==> config.mk <==
export PLATFORM = sky130hd
export DESIGN_NAME = vec_sweep_misr
export DESIGN_NICKNAME = d
export VERILOG_FILES = /design/src/rtl/ccg_bench_pkg.sv /design/src/rtl/misr_n.sv /design/src/rtl/vec_sweep_misr.sv
export SDC_FILE = /design/constraint.sdc
export NUM_CORES = 1
export LEC_CHECK = 0
export BUFFER_PORTS_ARGS = -buffer_cell sky130_fd_sc_hd__clkbuf_2
export CORE_ASPECT_RATIO = 2
export CORE_UTILIZATION = 35
export CTS_CLUSTER_DIAMETER = 50
export DETAILED_ROUTE_END_ITERATION = 12
export MAX_ROUTING_LAYER = met4
export PLACE_DENSITY = 0.67
export SYNTH_ARGS = -nofsm -noshare
export SYNTH_HDL_FRONTEND = slang
export SYNTH_HIERARCHICAL = 1
export SYNTH_SLANG_ARGS = --single-unit
==> constraint.sdc <==
create_clock -name clk -period 2.2 [get_ports clk]
set_input_delay 0 -clock clk [delete_from_list [all_inputs] [get_ports clk]]
set_output_delay 0 -clock clk [all_outputs]
set_load 0.02 [all_outputs]
==> src/rtl/ccg_bench_pkg.sv <==
// Shared definitions for the combinational-benchmark sweep block.
//
// Contents:
//   DefNIn / DefNOut   default stimulus and response widths
//   DefPoly / DefSeed  default MISR feedback polynomial and initial value
//   sweep_state_e      sweep controller state encoding (IDLE, RUN, DRAIN, DONE)
//   state_is_busy()    true while a sweep is in flight (RUN or DRAIN)
package ccg_bench_pkg;

  localparam int unsigned DefNIn  = 6;
  localparam int unsigned DefNOut = 16;

  localparam logic [15:0] DefPoly = 16'h1021;
  localparam logic [15:0] DefSeed = 16'h0000;

  // Plain localparam encoding keeps the state values visible to older tools.
  typedef logic [1:0] sweep_state_e;

  localparam sweep_state_e StIdle  = 2'd0;
  localparam sweep_state_e StRun   = 2'd1;
  localparam sweep_state_e StDrain = 2'd2;
  localparam sweep_state_e StDone  = 2'd3;

  function automatic logic state_is_busy(input sweep_state_e st);
    return (st == StRun) || (st == StDrain);
  endfunction

endpackage

==> src/rtl/misr_n.sv <==
// Multiple-input signature register, N_OUT bits wide.
//
// Each enabled cycle folds d into the register:
//   q_next = (q << 1) ^ (q[MSB] ? POLY : 0) ^ d   (carry out of the MSB dropped)
//
// Ports:
//   clk  rising-edge clock
//   rst  synchronous active-high reset, loads SEED
//   clr  synchronous clear, loads SEED; takes priority over en
//   en   fold d into the signature this cycle
//   d    parallel data input
//   q    current signature
module misr_n
  import ccg_bench_pkg::*;
#(
  parameter int unsigned      N_OUT = DefNOut,
  parameter logic [N_OUT-1:0] POLY  = DefPoly,
  parameter logic [N_OUT-1:0] SEED  = DefSeed
) (
  input  logic             clk,
  input  logic             rst,
  input  logic             clr,
  input  logic             en,
  input  logic [N_OUT-1:0] d,
  output logic [N_OUT-1:0] q
);

  logic [N_OUT-1:0] sig_q;
  logic [N_OUT-1:0] sig_d;
  logic [N_OUT-1:0] sig_step;

  always_comb begin
    // The shift stays N_OUT bits wide, so the old MSB is discarded here and
    // re-enters only through the polynomial feedback term.
    sig_step = (sig_q << 1) ^ (sig_q[N_OUT-1] ? POLY : '0) ^ d;

    sig_d = sig_q;
    if (clr) begin
      sig_d = SEED;
    end else if (en) begin
      sig_d = sig_step;
    end
  end

  always_ff @(posedge clk) begin
    if (rst) begin
      sig_q <= SEED;
    end else begin
      sig_q <= sig_d;
    end
  end

  assign q = sig_q;

endmodule

==> src/rtl/vec_sweep_misr.sv <==
// Exhaustive input sweep of a combinational benchmark with MISR compaction.
//
// A start request walks x through every value 0 .. 2^N_IN-1, one per cycle.
// The benchmark response f is registered into f_q and then folded into a MISR,
// so f never reaches an output except through the signature register. After
// the last vector one DRAIN cycle folds the final response, then DONE holds
// the signature and compares it against golden_sig.
//
// Ports:
//   clk         rising-edge clock
//   rst         synchronous active-high reset
//   start       begin a sweep (accepted in IDLE or DONE only)
//   abort       cancel any sweep and return to IDLE; wins over start
//   x           stimulus vector to the benchmark (0 outside RUN)
//   f           benchmark response, combinational from x
//   golden_sig  expected signature, held stable during a sweep
//   busy        high in RUN or DRAIN
//   done        one-cycle pulse on entry to DONE
//   sig         current MISR contents
//   pass        sig == golden_sig while in DONE, else 0
module vec_sweep_misr
  import ccg_bench_pkg::*;
#(
  parameter int unsigned      N_IN  = DefNIn,
  parameter int unsigned      N_OUT = DefNOut,
  parameter logic [N_OUT-1:0] POLY  = DefPoly,
  parameter logic [N_OUT-1:0] SEED  = DefSeed
) (
  input  logic             clk,
  input  logic             rst,
  input  logic             start,
  input  logic             abort,
  output logic [N_IN-1:0]  x,
  input  logic [N_OUT-1:0] f,
  input  logic [N_OUT-1:0] golden_sig,
  output logic             busy,
  output logic             done,
  output logic [N_OUT-1:0] sig,
  output logic             pass
);

  localparam logic [N_IN-1:0] CntMax = '1;

  sweep_state_e     state_q, state_d;
  logic [N_IN-1:0]  cnt_q, cnt_d;
  logic [N_OUT-1:0] f_q, f_d;
  logic             done_q, done_d;

  logic             misr_clr;
  logic             misr_en;
  logic [N_OUT-1:0] misr_sig;

  // Next-state and MISR control.
  always_comb begin
    state_d  = state_q;
    cnt_d    = cnt_q;
    f_d      = f_q;
    done_d   = 1'b0;
    misr_clr = 1'b0;
    misr_en  = 1'b0;

    if (abort) begin
      // Abort from any state lands in IDLE with a fresh signature.
      state_d  = StIdle;
      cnt_d    = '0;
      f_d      = '0;
      misr_clr = 1'b1;
    end else begin
      case (state_q)
        StIdle, StDone: begin
          if (start) begin
            state_d  = StRun;
            cnt_d    = '0;
            f_d      = '0;
            misr_clr = 1'b1;
          end
        end
        StRun: begin
          f_d = f;
          // f_q holds nothing useful during the first RUN cycle, so the
          // fold starts one cycle late and DRAIN supplies the final fold.
          misr_en = (cnt_q != '0);
          if (cnt_q == CntMax) begin
            state_d = StDrain;
          end else begin
            cnt_d = cnt_q + 1'b1;
          end
        end
        StDrain: begin
          misr_en = 1'b1;
          state_d = StDone;
          done_d  = 1'b1;
        end
        default: begin
          state_d = StIdle;
        end
      endcase
    end
  end

  always_ff @(posedge clk) begin
    if (rst) begin
      state_q <= StIdle;
      cnt_q   <= '0;
      f_q     <= '0;
      done_q  <= 1'b0;
    end else begin
      state_q <= state_d;
      cnt_q   <= cnt_d;
      f_q     <= f_d;
      done_q  <= done_d;
    end
  end

  misr_n #(
    .N_OUT (N_OUT),
    .POLY  (POLY),
    .SEED  (SEED)
  ) u_misr (
    .clk (clk),
    .rst (rst),
    .clr (misr_clr),
    .en  (misr_en),
    .d   (f_q),
    .q   (misr_sig)
  );

  // Outputs decode registered state only; f has no path here.
  assign x    = (state_q == StRun) ? cnt_q : '0;
  assign busy = state_is_busy(state_q);
  assign done = done_q;
  assign sig  = misr_sig;
  assign pass = (state_q == StDone) && (misr_sig == golden_sig);

endmodule

======== Word level (Yosys, flattened, before mapping) ========
Cells that the tools add are included.
operators by class
  eq/ne operators ......................... 8
  magnitude comparators ................... 0
  div/mod/pow operators ................... 0
  shift-type cells ........................ 0
  reduce and logical (&&, ||, !) cells .... 11
  bitwise operators ....................... 2
  $add $sub $neg .......................... 1
  multiplexer cells ....................... 16
  multiply operators ...................... 0
operators by type and width
  cell                   count
  $pmux W16 S2           1
  $xor A16 B16 Y16       2
  $mux W6                3
  $eq A16 B16 Y1         1
  $mux W16               1
  $mux W13               1
  $pmux W6 S2            1
  $add A6 B1 Y6 const B  1
  $eq A6 B6 Y1 const B   1
  $ne A2 B2 Y1 const B   3
  $pmux W2 S3            1
  $reduce_bool A6 Y1     1
  $reduce_or A2 Y1       3
  $mux W1                5
  $eq A2 B2 Y1 const B   2
  $mux W2                2
  $reduce_and A2 Y1      2
  $reduce_and A3 Y1      1
  $eq A2 B1 Y1 const B   1
  $logic_not A2 Y1       1
  $pmux W1 S2            1
  $reduce_bool A2 Y1     1
  $logic_and A1 B1 Y1    1
  $logic_or A1 B1 Y1     1
word-level totals
  input bits .............................. 36
  memory bits (writable) .................. 0
  bits in read-only memories .............. 0
  memories ................................ 0
  bits in latches ......................... 0
  bits in registers ....................... 41
  word-level logic and storage cells ...... 43

======== Logic depth before layout (Yosys ltp) ========
Gate-level depths: netlist (run 1).
  depth in word-level cells ............... 5
  mapped depth ............................ 9
  gate-level depth less buffers ........... 8

======== Hierarchy ========
The synthesis (run 1) kept the hierarchy.
modules (own cells, without submodules)
  module          times used  area each (sq um)  cells each
  vec_sweep_misr  1           1382.6             148
  misr_n          1           718.2              70

======== Least setup slack after synthesis (run 1) ========
OpenSTA, ideal clock, no wires.
  path kind ............................... register to register
  from .................................... reg state_q[0]
  to ...................................... reg u_misr.sig_q[15] (netlist: u_misr/q[15])
  arrival time ............................ 1941 ps
  path slack .............................. 174 ps
  cell stages (with the launch flop) ...... 9
  setup time .............................. 86 ps
  buffers on the path ..................... 2
  path through ............................ dfxtp_1 -> ha_1 -> buf_2 -> and2_1 -> nor2_1 -> a311oi_1 -> buf_2 -> nor2_1 -> a211oi_1
RTL lines
  item                                                 line                   text
  start, declared                                      vec_sweep_misr.sv:44   sweep_state_e state_q, state_d;
  start signal, assigned                               vec_sweep_misr.sv:103  state_q <= StIdle;
  start signal, assigned                               vec_sweep_misr.sv:108  state_q <= state_d;
  $eq A2 B2 Y1 / $eq A2 B1 Y1 (equally long branches)  vec_sweep_misr.sv:69   case (state_q)
  $pmux W1 S2 (*)                                      vec_sweep_misr.sv:69
  $mux W1 (*)                                          vec_sweep_misr.sv:62   if (abort) begin
  via misr_en                                          vec_sweep_misr.sv:50   logic misr_en;
  end signal, assigned                                 misr_n.sv:49           sig_q <= sig_d;
  end, declared                                        misr_n.sv:28           logic [N_OUT-1:0] sig_q;
The timed path passes the listed nets; every way through them passes the cells marked *.
A chain may end at the register's enable or synchronous reset.

======== Final worst setup path (run 1) ========
  from .................................... reg state_q[0]
  to ...................................... reg u_misr.sig_q[5] (netlist: u_misr/q[5])
Same word-level chain as after synthesis.

==> results of run 1 <==
-- cells by family after synthesis --
group,after synthesis,synth area share
xor gates and xnor gates,32,0.1495
muxes,5,0.02858
buffers and inverters,20,0.05598
adders and majority gates,6,0.03573
DFF,41,0.3907
and+or+nand+nor,65,0.1429
AOI/OAI and AO/OA,49,0.1965
-- Yosys cell counts (3+ instances only) --
master / number / share of area
nand4_1: 4 / 0.012
clkbuf_1: 4 / 0.0071
nor2_1: 38 / 0.068
a22oi_1: 6 / 0.021
nand2_1: 4 / 0.0071
a22oi_2: 10 / 0.060
dfxtp_1: 41 / 0.39
inv_1: 7 / 0.013
nor3_1: 3 / 0.0071
a21oi_1: 3 / 0.0071
xnor2_1: 26 / 0.11
a211oi_1: 18 / 0.064
and2_1: 6 / 0.018
ha_1: 6 / 0.036
o21ai_0: 3 / 0.0071
xor2_1: 4 / 0.017
-- sequential cells by signal, indices dropped and copies added, names as in the netlist --
signal and cells:
f_q 16, cnt_q 6, done 1, state_q 2, u_misr/q 16
-- power by group --
group / switching (uW) / internal, uW / total, uW
logic: 96.6 / 94.5 / 191
clock network: 266 / 445 / 710
registers: 6.02 / 750 / 756
-- metrics by stage --
step | cells | power, uW
floorplan | 218 | 884.5
global placement | 332 | 942.1
detailed placement | 332 | 945.8
CTS | 354 | 1684
global route | 354 | 1731
finish | 354 | 1657
-- worst paths after layout --
path	from	to	cells after the start
hold reg to reg	f_q[1]$_SDFFE_PP0P_	f_q[1]$_SDFFE_PP0P_	2
setup / recovery	state_q[0]$_SDFFE_PP0P_	u_misr/q[5]$_SDFFE_PP0P_	6
setup reg to reg	state_q[0]$_SDFFE_PP0P_	u_misr/q[5]$_SDFFE_PP0P_	6
hold / removal	f[9]	f_q[9]$_SDFFE_PP0P_	3
-- worst reg2reg max path: stages (launching register included) --
cell,delay (ns)
dfxtp_1,0.40
ha_1,0.35
o21ai_0,0.22
a311oi_4,0.36
buf_12,0.21
mux2i_1,0.21
nor2_1,0.05
-- layout make-up --
cell class / instances / area, sq um / area share
multi-input combinational: 157 / 1180 / 0.4290
sequential: 41 / 820.8 / 0.2985
timing repair buffer: 80 / 500.5 / 0.1820
clock buffer: 7 / 142.6 / 0.05187
tap: 61 / 76.32 / 0.02775
inverter: 8 / 30.03 / 0.01092
-- metal layers --
| layer | wire (um) | vias up | share of wire |
|---|---|---|---|
| li1 | - | 914 | - |
| met1 | 1953 | 802 | 0.39 |
| met2 | 2746 | 49 | 0.55 |
| met3 | 207 | 8 | 0.041 |
| met4 | 120 | 0 | 0.024 |
| met5 | 0 | - | 0 |
-- what timing repair did --
item,CTS,global route
hold endpoints to repair,15,0
buffers inserted,0,0
hold buffers,15,0
==> impl_results.md, run 1 <==
- Slew Viols, Final: 0
- I/O pin cnt: 61
- Status: finished, violations left
- Placed Area: 2457 sq um
- Finished layout cell area: 2750 sq um
- Initial cell density of the core: 0.3648
- Per-cell routed wire length: 14.20 um
- Hold Path Class: input port to flip-flop
- Util after Layout: 0.4776
- Largest net degree at the start of global routing: 31
- P_leak: 0.001056 uW
- CP Capture Type: flip-flop
- Netlist Area Pre-Place: 2101 sq um
- Setup Skew: 0.003549 ns
- RD Place Congestion: 0.7936
- Crit path largest cell delay: 0.40 ns
- Required arrival time at the worst endpoint: 2.35 ns
- Fin Setup TNS: 0 ns
- # rows: 39
- Synth Warn #: 6
- PortBufs: 60
- Detail Route Antenna Nets: 0
- Most used routing layer in global routing: met2
- Share of post-route cells with drive strength above 1: 0.3038
- Crit-path cells: ha_1 > o21ai_0 > a311oi_4 > buf_12 > mux2i_1 > nor2_1
- Post-DP HPWL: 3873 um
- Data arrival, critical path: 2.08 ns
- Most common library cell in the layout ignoring fill and taps: clkbuf_2
- Fin Hold WS: -0.01036 ns
- Crit path kind: flip-flop to flip-flop
- Drt total wl: 5026 um
- Period utilisation layout: 0.8754
- Failing checks: DRC, hold timing
- Critical Path Source Type: flip-flop
- Number of global-route vias before repair: 1769
- Post-synth EDFFs: 0
- Met1 Use GR: 0.1803
- H-tree Lvls: 2
- Met2 usage: 0.3159
- Post-Synthesis Mean Instance Area: 9.637 sq um
- CP Buf/Inv Count: 1
- Worst rel slew slack: 0.6178
- Synth Register Bits: 41
- Fraction of registers with async set or reset after synthesis: 0
- Fmax achieved: 519.2 MHz
- Core area: 5758 sq um
- Post-Syn Nets: 260
- DRC: 7
- Sequential fraction of the synthesis area: 0.3907
- Vias: 1773
- Nets@finish: 335
- Critical path's top delay family: compound AO/OA/AOI/OAI gates
- DR pass1 iterations: 8
- Initial antenna violation count: 0
- Die Y: 111.6 um
- Avg Vias per Cell: 5.008
- Die area: 6335 sq um
- Post-route setup slack: 0.2741 ns
- Starting DRT DRC Count: 39
- Pwr Density: 602.5 nW/um^2
- Tmin final: 1.926 ns
- Root buf cell: clkbuf_16
- Distinct cell type count after synthesis: 42
- Layout overhead on the synthesized area: 30.91%
- CTS Sinks: 41
- Final Hold Viols: 1
- GR met3 Demand/Resource: 0.03252
- CP Max Fanout: 30
- Worst slack at placement: 0.2690 ns
- GRT overflow: 0
- Final setup viols: 0
- Clock Path Buffers: 2
- RSZ-0062 raised after global routing: false
- CTS buffer count: 5
- Layout fillers: 552
- Critical-path top delay cell: dfxtp_1
- Gates resized, CTS repair: 0
- Number of max-cap violations: 0
- Cell count after synthesis: 218
- Worst vdd ir: 401.8 uV
- Clock transition at the registers of the reported paths: 0.05 ns
- Ant diodes: 0
- Least-Margin Pin Slew: 0.5733 ns
- Ys flop type: dfxtp_1
- Most frequent cells in the layout: clkbuf_2 (60), dfxtp_1 (41), nor2_1 (38)
- First-pass GRT wire length: 8314 um
- Die X: 56.78 um
- R2R Setup Slk: 0.27 ns
- CTS tree: done
- Clock latency on the worst-skew pair: 0.28 ns
- GR Util All Layers: 0.1771
No activity file was read; power rests on OpenSTA's default activity.
==> inputs of run 2 (changes only) <==
--- a/config.mk
+++ b/config.mk
@@ -7,11 +7,11 @@
 export LEC_CHECK = 0
 export BUFFER_PORTS_ARGS = -buffer_cell sky130_fd_sc_hd__clkbuf_2
 export CORE_ASPECT_RATIO = 2
-export CORE_UTILIZATION = 35
+export CORE_UTILIZATION = 51
 export CTS_CLUSTER_DIAMETER = 50
 export DETAILED_ROUTE_END_ITERATION = 12
 export MAX_ROUTING_LAYER = met4
-export PLACE_DENSITY = 0.67
+export PLACE_DENSITY = 0.88
 export SYNTH_ARGS = -nofsm -noshare
 export SYNTH_HDL_FRONTEND = slang
 export SYNTH_HIERARCHICAL = 1
==> impl_results.md, run 2 (synthesis results as in run 1) <==
- Core area: 3884 sq um (-33%)
- Drt total wl: 5185 um (+3.2%)
- Most frequent cells in the layout: clkbuf_2 (60), dfxtp_1 (41), nor2_1 (38)
- Hold Startpoint: rst
- CTS buffer count: 5 (unchanged)
- Comb power frac: 0.122 (+0.007)
- PortBufs: 60 (unchanged)
- H-tree Lvls: 2 (unchanged)
- Post-route setup slack: 0.1632 ns (-0.1110 ns)
- Clock transition at the registers of the reported paths: 0.08 ns (+0.03 ns)
- Critical-path top delay cell: dfxtp_1
- Least-Margin Pin Slew: 0.7802 ns (+0.2069 ns)
- Crit-path cells: ha_1 > o21ai_0 > a311oi_4 > buf_12 > mux2i_1 > nor2_1
- Worst vdd ir: 786.7 uV (+96%)
- Ant diodes: 0 (unchanged)
- Root buf cell: clkbuf_8
- Die Y: 92.77 um (-17%)
- CP Max Fanout: 30 (unchanged)
- Largest net degree at the start of global routing: 31 (unchanged)
- Worst R2R Start: state_q[0]$_SDFFE_PP0P_
- Gates resized, CTS repair: 0 (unchanged)
- Vias: 1893 (+6.8%)
- Crit path largest cell delay: 0.41 ns (about the same)
- Post-DP HPWL: 3670 um (-5.2%)
- Layout overhead on the synthesized area: 29.36%
- Hold Path Class: input port to flip-flop
- Util after Layout: 0.6997 (+0.2221)
- DR pass1 iterations: 4 (-4)
- Cell internal pwr: 1212 uW (-6.0%)
- Slew Viols, Final: 0 (unchanged)
- Final setup viols: 0 (unchanged)
- Psw: 382.3 uW (+3.9%)
- Number of global-route vias before repair: 1773 (+0.23%)
- RD Place Congestion: 0.8114 (+2.2%)
- DRC: 0 (-7)
- Status: finished, final reports clean
- Clock latency on the worst-skew pair: 0.30 ns (+0.02 ns)
- Initial cell density of the core: 0.5409 (+0.1761)
- GRT overflow: 0 (unchanged)
- Die X: 47.38 um (-17%)
- Worst rel slew slack: 0.4799 (-0.1380)
- Fin Hold WS: 0.07379 ns (+0.08414 ns)
- Worst Hold Endpoint: done$_SDFF_PP0_
- Clk pwr share: 0.405 (-0.024)
- Tmin final: 2.037 ns (+0.1110 ns)
- Reg2reg path depth: 6 (unchanged)
- Setup Skew: 0.005681 ns (+0.002132 ns)
- RSZ-0062 raised after global routing: false
- CTS tree: done
- Critical Path Source Type: flip-flop
- Finished Layout Cells: 345 (-2.5%)
- Required arrival time at the worst endpoint: 2.37 ns (+0.02 ns)
- Reg power frac: 0.473 (+0.017)
- I/O pin cnt: 61 (unchanged)
- Per-cell routed wire length: 15.03 um (+5.9%)
- Starting DRT DRC Count: 49 (+26%)
- Initial antenna violation count: 0 (unchanged)
- Detail Route Antenna Nets: 0 (unchanged)
- Avg Vias per Cell: 5.487 (+9.6%)
- CP Capture Type: flip-flop
- Area occupied by multi-input gates: 1180 sq um (unchanged)
- Final Hold Viols: 0 (-1)
- Cells on Worst Hold Path: 3 (unchanged)
- Period utilisation layout: 0.9258 (+0.05045)
- Clock Path Buffers: 2 (unchanged)
- Number of max-cap violations: 0 (unchanged)
- Switching share of power: 0.2398 (+0.01768)
- Data arrival, critical path: 2.21 ns (+0.13 ns)
- Inst Count DP: 321 (-3.3%)
- Fin Setup TNS: 0 ns (unchanged)
- Worst slack at placement: 0.2143 ns (-0.05470 ns)
- First-pass GRT wire length: 8073 um (-2.9%)
- Crit path kind: flip-flop to flip-flop
- Nets@finish: 335 (unchanged)
- # rows: 32 (-18%)
- Most common library cell in the layout ignoring fill and taps: clkbuf_2
- Die area: 4395 sq um (-31%)
- Share of post-route cells with drive strength above 1: 0.3061 (+0.002368)
- Pwr Density: 586.6 nW/um^2 (-2.6%)
- Layout fillers: 303 (-45%)
- Sequential Area: 820.8 sq um (unchanged)
- CTS Sinks: 41 (unchanged)
- P_leak: 0.001043 uW (-1.2%)
- R2R Path End: u_misr/q[12]$_SDFFE_PP0P_
- Fmax achieved: 491.0 MHz (-5.4%)
- R2R Setup Slk: 0.16 ns (-0.11 ns)
- GR Util All Layers: 0.2675 (+0.09038)
[run 2: cell count changes in the layout (fill, tap and decap cells not counted), sizes merged]
cell,change
buf,-1
clkinvlp,+1
clkbuf,-1
dlygate4sd3,+1
bufinv,+1
[run 2: critical path: cells and delay by family (launching register included)]
family	cells	cell delay (ns)
AO/OA/AOI/OAI	2	0.61
adder cells (fa/ha/maj)	1	0.39
buffers and inverters	1	0.21
flip-flops	1	0.41
multiplexers	1	0.23
AND/OR/NAND/NOR	1	0.05
[run 2: metal layers]
| layer | routed length (um) | GRT usage |
|---|---|---|
| met4 | 146 | 0.1214 |
| met3 | 190 | 0.04483 |
| met5 | 0 | - |
| met1 | 1884 | 0.2623 |
| met2 | 2963 | 0.4726 |
[run 2: area by class of cell]
| cell class | count | area share |
|---|---|---|
| Sequential cell | 41 | 0.3020 |
| Clock buffer | 6 | 0.03039 |
| Multi-Input combinational cell | 157 | 0.4342 |
| Clock inverter | 2 | 0.01381 |
| Tap cell | 51 | 0.02348 |
| Timing Repair Buffer | 80 | 0.1851 |
| Inverter | 8 | 0.01105 |
[run 2: worst max path at each step]
| stage | startpoint | end | slack (ns) | cells past startpoint |
|---|---|---|---|---|
| 2_1_floorplan | state_q[0]$_SDFFE_PP0P_ | u_misr/q[15]$_SDFFE_PP0P_ | 0.17 | 8 |
| 3_3_place_gp | state_q[0]$_SDFFE_PP0P_ | u_misr/q[5]$_SDFFE_PP0P_ | 0.33 | 6 |
| 3_5_place_dp | state_q[1]$_SDFFE_PP0P_ | u_misr/q[12]$_SDFFE_PP0P_ | 0.21 | 7 |
| 4_1_cts | state_q[1]$_SDFFE_PP0P_ | u_misr/q[12]$_SDFFE_PP0P_ | 0.19 | 7 |
| 5_1_grt | state_q[1]$_SDFFE_PP0P_ | u_misr/q[3]$_SDFFE_PP0P_ | 0.04 | 7 |
| 6_report | state_q[0]$_SDFFE_PP0P_ | u_misr/q[12]$_SDFFE_PP0P_ | 0.16 | 6 |
[run 2: power groups by stage]
stage	Combinational, uW	Clock [uW]	Sequential, uW
finish	195	645	755
global route	211	678	755
CTS	194	645	754
detailed placement	170	0	772
global placement	165	0	771
floorplan	113	0	771
[run 2: timing repair]
item	CTS	global route
endpoints found under the setup margin	0	0
buffers inserted	0	0
hold buffers	16	0
endpoints found under the hold margin	16	0
[run 2: through the flow]
| step | power (uW) | cell area [sq um] |
|---|---|---|
| 2_1_floorplan | 884.5 | 2101 |
| 3_3_place_gp | 935.8 | 2437 |
| 3_5_place_dp | 941.7 | 2437 |
| 4_1_cts | 1593 | 2718 |
| 5_1_grt | 1644 | 2718 |
| 6_report | 1594 | 2718 |
==> inputs of run 3 (changes only) <==
--- a/config.mk
+++ b/config.mk
@@ -12,6 +12,7 @@
 export DETAILED_ROUTE_END_ITERATION = 12
 export MAX_ROUTING_LAYER = met4
 export PLACE_DENSITY = 0.88
+export REMOVE_ABC_BUFFERS = 1
 export SYNTH_ARGS = -nofsm -noshare
 export SYNTH_HDL_FRONTEND = slang
 export SYNTH_HIERARCHICAL = 1
==> impl_results.md, run 3 (synthesis results as in run 1) <==
- Vias: 1801 (-4.9%)
- Number of global-route vias before repair: 1814 (+2.3%)
- Clock latency on the worst-skew pair: 0.29 ns (about the same)
- GRT overflow: 0 (unchanged)
- Drt total wl: 5009 um (-3.4%)
- Required arrival time at the worst endpoint: 2.39 ns (+0.02 ns)
- Data arrival, critical path: 2.21 ns (about the same)
- Reg2reg path depth: 7 (+1)
- RD Place Congestion: 0.7788 (-4.0%)
- Fin Setup TNS: 0 ns (unchanged)
- Least-Margin Pin Slew: 0.5709 ns (-0.2093 ns)
- Root buf cell: clkbuf_8
- P_leak: 0.001048 uW (+0.43%)
- Number of max-cap violations: 0 (unchanged)
- Die Y: 92.77 um (unchanged)
- Most frequent cells in the layout: clkbuf_2 (60), dfxtp_1 (41), nor2_1 (38)
- RSZ-0062 raised after global routing: false
- Avg Vias per Cell: 5.205 (-5.1%)
- Ant diodes: 0 (unchanged)
- PortBufs: 60 (unchanged)
- Tmin final: 2.017 ns (-0.01937 ns)
- DR pass1 iterations: 4 (unchanged)
- Per-cell routed wire length: 14.48 um (-3.7%)
- Setup bufs post-CTS: 0 (unchanged)
- CP Max Fanout: 30 (unchanged)
- CTS Sinks: 41 (unchanged)
- # rows: 32 (unchanged)
- Worst vdd ir: 562.6 uV (-28%)
- R2R Setup Slk: 0.18 ns (+0.02 ns)
- Finished Layout Cells: 346 (+0.29%)
- Final Hold Viols: 0 (unchanged)
- Nets@finish: 336 (+0.30%)
- Most common library cell in the layout ignoring fill and taps: clkbuf_2
- Setup Skew: 0.004530 ns (-0.001151 ns)
- CTS buffer count: 5 (unchanged)
- Pwr Density: 576.6 nW/um^2 (-1.7%)
- Hold Path Class: input port to flip-flop
- Slew Viols, Final: 0 (unchanged)
- Initial cell density of the core: 0.5409 (unchanged)
- Worst rel slew slack: 0.6194 (+0.1395)
- Finished layout cell area: 2725 sq um (+0.28%)
- Post-DP HPWL: 3768 um (+2.7%)
- Largest net degree at the start of global routing: 31 (unchanged)
- Cells on Worst Hold Path: 3 (unchanged)
- Detail Route Antenna Nets: 0 (unchanged)
- Fmax achieved: 495.7 MHz (+0.96%)
- Period utilisation layout: 0.9170 (-0.008806)
- Initial antenna violation count: 0 (unchanged)
- GR Util All Layers: 0.2599 (-0.007562)
- Status: finished, final reports clean
- Die X: 47.38 um (unchanged)
- H-tree Lvls: 2 (unchanged)
- CTS tree: done
- CP Capture Type: flip-flop
- Crit path kind: flip-flop to flip-flop
- Critical Path Source Type: flip-flop
- Placed Area: 2445 sq um (+0.31%)
- Share of post-route cells with drive strength above 1: 0.3085 (+0.002352)
- DRC: 0 (unchanged)
- Inst Count DP: 322 (+0.31%)
- Layout overhead on the synthesized area: 29.72%
- I/O pin cnt: 61 (unchanged)
- Starting DRT DRC Count: 54 (+10%)
- Die area: 4395 sq um (unchanged)
- Clock Path Buffers: 2 (unchanged)
- Util after Layout: 0.7017 (+0.001933)
- Final setup viols: 0 (unchanged)
- First-pass GRT wire length: 8038 um (-0.43%)
- Clock transition at the registers of the reported paths: 0.07 ns (about the same)
- Core area: 3884 sq um (unchanged)
run 3: final timing paths:
check,from,to
worst max-delay path,state_q[1]$_SDFFE_PP0P_,u_misr/q[11]$_SDFFE_PP0P_
worst min register to register,f_q[4]$_SDFFE_PP0P_,f_q[4]$_SDFFE_PP0P_
worst max register to register,state_q[1]$_SDFFE_PP0P_,u_misr/q[11]$_SDFFE_PP0P_
worst min-delay path,rst,done$_SDFF_PP0_
run 3: final cells by class:
cell class | count | area [sq um]
Sequential cell | 41 | 820.8
Tap cell | 51 | 63.81
Clock buffer | 6 | 82.58
Timing Repair Buffer | 81 | 510.5
Inverter | 8 | 30.03
Clock inverter | 2 | 37.54
Multi-Input combinational cell | 157 | 1180
Fill cell | 320 | 1159
run 3: repair_timing:
| item | in CTS | in global routing |
|---|---|---|
| hold buffers | 16 | 0 |
| hold endpoints to repair | 16 | 0 |
| resized for setup | 0 | 0 |
run 3: power breakdown:
group | switching (uW) | total, uW | leakage [uW] | internal [uW]
Combinational | 99.0 | 195 | 0.000660 | 95.6
Clock | 254 | 623 | 0.0000574 | 369
Sequential | 6.08 | 754 | 0.000331 | 748
Total | 359 | 1570 | 0.00105 | 1210
run 3: stage by stage:
stage | hold WS (ns) | setup slack, ns | total power (uW)
6_report | 0.05712 | 0.1825 | 1571
5_1_grt | 0.08374 | 0.03868 | 1638
4_1_cts | 0.05307 | 0.1865 | 1589
3_5_place_dp | 0.2588 | 0.2219 | 942.8
3_3_place_gp | 0.2508 | 0.3276 | 938.0
2_1_floorplan | 0.1504 | -1.389 | 869.6
run 3: layer usage:
layer | up-vias | track usage | wire length (um)
li1 | 907 | - | -
met1 | 823 | 0.2589 | 1842
met2 | 59 | 0.4498 | 2819
met3 | 12 | 0.03899 | 174
met4 | 0 | 0.1357 | 173
met5 | - | - | 0
run 3: critical path, cell delays in order, from the launching register on:
cell and delay, ns:
dfxtp_1 0.33, inv_1 0.10, ha_1 0.34, o21ai_0 0.22, a311oi_4 0.37, buf_12 0.22, nor2_1 0.07, a211oi_1 0.27
